### src/rtl/prescaled_timer_ctrl.sv
// Prescaled one-shot/periodic timer controller: a modulo-PRESCALE prescaler
// gates a W-bit down-counter and emits a registered expire pulse.
module prescaled_timer_ctrl #(
  parameter int PRESCALE = 10,
  parameter int W        = 8
) (
  input  logic         clk,
  input  logic         areset,
  input  logic         start,
  input  logic         stop,
  input  logic         pause,
  input  logic         mode,
  input  logic [W-1:0] load_val,
  output logic         busy,
  output logic         tick,
  output logic         expire,
  output logic [W-1:0] count,
  output logic [1:0]   state
);

  localparam int PW = (PRESCALE <= 2) ? 1 : $clog2(PRESCALE);
  localparam logic [PW-1:0] PRE_MAX = PW'(PRESCALE - 1);

  typedef enum logic [1:0] {
    IDLE  = 2'd0,
    RUN   = 2'd1,
    PAUSE = 2'd2,
    DONE  = 2'd3
  } state_t;

  state_t        state_q, state_d;
  logic [PW-1:0] pre_q, pre_d;
  logic [W-1:0]  count_q, count_d;
  logic [W-1:0]  reload_q, reload_d;
  logic          mode_q, mode_d;
  logic          expire_d;
  logic          start_ok;

  // Strobes are sampled every cycle with priority stop > start > pause > tick;
  // a start carrying load_val==0 is treated as if it were absent.
  assign start_ok = start && (load_val != '0);

  always_comb begin
    state_d  = state_q;
    pre_d    = pre_q;
    count_d  = count_q;
    reload_d = reload_q;
    mode_d   = mode_q;
    expire_d = 1'b0;
    tick     = 1'b0;
    if (stop) begin
      state_d = IDLE;
      pre_d   = '0;
      count_d = '0;
    end else if (start_ok) begin
      reload_d = load_val;
      mode_d   = mode;
      count_d  = load_val;
      pre_d    = '0;
      state_d  = RUN;
    end else if (state_q == RUN || state_q == PAUSE) begin
      if (pause) begin
        state_d = PAUSE;
      end else begin
        // The cycle leaving PAUSE already counts as a running cycle.
        state_d = RUN;
        if (pre_q == PRE_MAX) begin
          tick  = 1'b1;
          pre_d = '0;
          if (count_q > W'(1)) begin
            count_d = count_q - W'(1);
          end else if (count_q == W'(1)) begin
            expire_d = 1'b1;
            if (mode_q) begin
              count_d = reload_q;
            end else begin
              count_d = '0;
              state_d = DONE;
            end
          end
        end else begin
          pre_d = pre_q + PW'(1);
        end
      end
    end
  end

  always_ff @(posedge clk or negedge areset) begin
    if (!areset) begin
      state_q  <= IDLE;
      pre_q    <= '0;
      count_q  <= '0;
      reload_q <= '0;
      mode_q   <= 1'b0;
      expire   <= 1'b0;
    end else begin
      state_q  <= state_d;
      pre_q    <= pre_d;
      count_q  <= count_d;
      reload_q <= reload_d;
      mode_q   <= mode_d;
      expire   <= expire_d;
    end
  end

  assign busy  = (state_q == RUN) || (state_q == PAUSE);
  assign count = count_q;
  assign state = state_q;

endmodule

### config.mk
export PLATFORM = sky130hd
export DESIGN_NAME = prescaled_timer_ctrl
export DESIGN_NICKNAME = d
export VERILOG_FILES = /design/src/rtl/prescaled_timer_ctrl.sv
export SDC_FILE = /design/constraint.sdc
export NUM_CORES = 1
export LEC_CHECK = 0
export BUFFER_PORTS_ARGS = -buffer_cell sky130_fd_sc_hd__buf_2
export CORE_MARGIN = 1.5
export CORE_UTILIZATION = 25
export CTS_CLUSTER_SIZE = 40
export DETAILED_ROUTE_END_ITERATION = 8
export GPL_TIMING_DRIVEN = 0
export MAX_ROUTING_LAYER = met4
export PLACE_DENSITY = 0.42
export SLEW_MARGIN = 20
export SYNTH_ARGS = -nofsm -noshare
export SYNTH_HDL_FRONTEND = slang
export SYNTH_SLANG_ARGS = --single-unit
### constraint.sdc
create_clock -name clk -period 2.5 [get_ports clk]
set_input_delay 0.5 -clock clk [delete_from_list [all_inputs] [get_ports clk]]
set_output_delay 0.5 -clock clk [all_outputs]
set_load 0.02 [all_outputs]
==> flow_summary.ini <==
[clocking]
clkTransAtPathRegs_ns = 0.09
postCtsSetupRepairBufs = 0
htree_levels = 1
clockBufferDepth = 2
insertion_delay_ns = 0.27
cts_made_buffers = 3
cts_num_sinks = 24
clock-root-buffer = clkbuf_8
cts_tree = done

[placement]
hpwl_um = 2840
place_inst = 263
gp_congestion = 0.798
pre_cts_ws_ns = -0.0179
port_buffers = 26

[yosys]
yosysSeqAreaShare_pct = 41.6
synth-seq-cells = 24
yosysWarnings = 0
ys_types = 46
synth_edf_count = 0
ys.flop_type = dfrtp_1
syn_inst = 165
yosysTopAreaCell = dfrtp_1
synth_area_mm2 = 0.00145
syn_area_per_cell_um2 = 8.76
ys_async_sr_fraction_pct = 100
synth.top_cell.area_share_pct = 41.6
ys_top_cells_by_area = dfrtp_1 (42%), nand2_1 (9.4%), nor2_1 (3.9%), a21oi_1 (3.8%), ha_1 (3.5%)
syn-num-nets = 183

[floorplan]
dieArea_mm2 = 0.00625
start_util_pct = 26.1
die_h_um = 79.0
core_area_mm2 = 0.00554
rows = 27
fp.dieW_um = 79.0
ioPinCount = 27

[grt]
grt_pass1_vias = 1254
grtUsageTotal_pct = 13.4
use_met2_pct = 19.0
overflow = 0
antenna_found_initial = 0
grt-busiest-layer = met1
grt_pass1_wl_um = 6350
grt_max_degree = 25
use_met3_pct = 2.18
grtUsageMet1_pct = 19.9

[sta]
clock.fmax_mhz = 415
period_minus_slack_ns = 2.41
drv_slew = 0
post-route-period-util_pct = 96.4
hold_ws_ns = 0.202
finalSetupViolCount = 0
fin_skew_ns = 0.00536
tns_ns = 0
worst_pin_slew_ns = 0.641
slew_headroom_pct = 57.3
setup_ws_ns = 0.0908
rsz0062_at_grt = false
hold_violations = 0

[drt]
ant_nets = 0
wl_um = 3880
wl_per_cell_um = 14.5
drcViolationCount = 0
vias = 1364
drt_iter0_drc = 113
first_pass_iters = 4
routed_via_density = 5.11

[cells_and_area]
most-common-layout-cells = nand2_1 (36), buf_2 (27), dfrtp_1 (24)
multi_input_area_um2 = 800
layout-drive-gt1-share_pct = 23.1
final_nets = 214
utilization_pct = 31.5
antenna_cells = 0
num-fill-cells = 622
fin_cells = 267
regArea_um2 = 601
layout_commonest_cell = nand2_1
area_delta_synth_final_pct = 20.7

[critical_path]
cpPeakStageDelay_ns = 0.36
reg2regPathDepth = 7
required_ns = 2.00
path_max_fanout = 10
worst_path_max_delay_cell = nor4_1
cp_top_family = simple AND/OR/NAND/NOR gates
path_common_cell = buf_2
timing.rr.end = count[7]
criticalPathCategory = input port to output port
r2r-start = pre_q[1]
cp_cell_sequence = buf_2, nor4_1, nand2_1, a21o_1, clkbuf_2, nor2_1, buf_2
start_kind = input port
timing.critical_path.buf_inv = 3
worstPathArrival_ns = 1.91
r2r_slack_ns = 0.41
worst_setup_path_end_kind = output port

[power_and_ir_drop]
powerDensity_mw_per_mm2 = 588
ir_worst_vdd_mv = 0.263
p_leak_nw = 0.811

[run_status]
status = completed

[job]
maxCapViolCount = 0

[hold_path]
hold_path.class = input port to asynchronous set/reset pin
## layer usage
| metal | routed length [µm] | up-vias |
|---|---|---|
| li1 | - | 649 |
| met1 | 2000 | 683 |
| met2 | 1700 | 30 |
| met3 | 162 | 2 |
| met4 | 17 | 0 |
| met5 | 0 | - |
## final cells by class
type                       count  share of cell area, %
multi-input combinational    130                   45.8
sequential                    24                   34.4
timing repair buffer          26                   7.46
tap                           72                   5.17
clock buffer                   3                   2.37
buffer                         6                   1.94
clock inverter                 1                   1.72
inverter                       5                   1.08
## worst max path at each step
stage | from | to | slack (ns) | cells past startpoint
finish | load_val[7] | tick | 0.09 | 7
global route | load_val[7] | tick | 0.005 | 7
CTS | load_val[2] | tick | 0.06 | 7
detailed placement | load_val[2] | tick | -0.02 | 7
global placement | load_val[2] | tick | -0.02 | 7
floorplan | load_val[2] | tick | 0.42 | 5
## sequential cells by signal, summed over array words and instances, names as in the netlist
signal / flops
count: 8
reload_q: 8
pre_q: 4
state: 2
expire: 1
mode_q: 1
## logic make-up after synthesis
kind of cell	after synthesis	synth area share, %
AO/OA/AOI/OAI	42	20.7
AND/OR/NAND/NOR	77	26.0
buffers and inverters	11	3.55
multiplexers	5	3.55
adder cells (fa/ha/maj)	4	3.46
flip-flops	24	41.6
XOR/XNOR	2	1.21
## through the flow
step / total power [mW] / area (µm²)
global placement: 0.683 / 1670
finish: 1.03 / 1740
global route: 1.08 / 1740
floorplan: 0.608 / 1450
CTS: 1.03 / 1740
detailed placement: 0.684 / 1670
## synth_stat cells (2+ instances only)
library cell,count
o211ai_1,2
nand3_1,4
o21ai_0,8
a21oi_1,11
or4_4,2
nor2_1,15
nor3_1,5
clkbuf_1,3
a22oi_1,2
or3_1,2
mux2i_1,4
inv_1,5
nand2_1,36
dfrtp_1,24
ha_1,4
nor4_1,3
a2bb2oi_1,4
nor2b_1,2
nand3b_1,2
## what timing repair did
| item | 4_1_cts | 5_1_grt |
|---|---|---|
| gates resized for setup | 1 | 2 |
| cloned | 0 | 0 |
| hold endpoints to repair | 0 | 0 |
| endpoints found under the setup margin | 1 | 1 |
| hold buffers | 0 | 0 |
## power by group
part           leakage [nW]  switching (mW)  total [mW]  internal [mW]
logic                 0.466           0.137       0.228         0.0908
clock network        0.0357           0.134       0.348          0.214
registers             0.309          0.0303       0.449          0.419
total                 0.811           0.301        1.03          0.724
(Power assumes the default switching activity.)
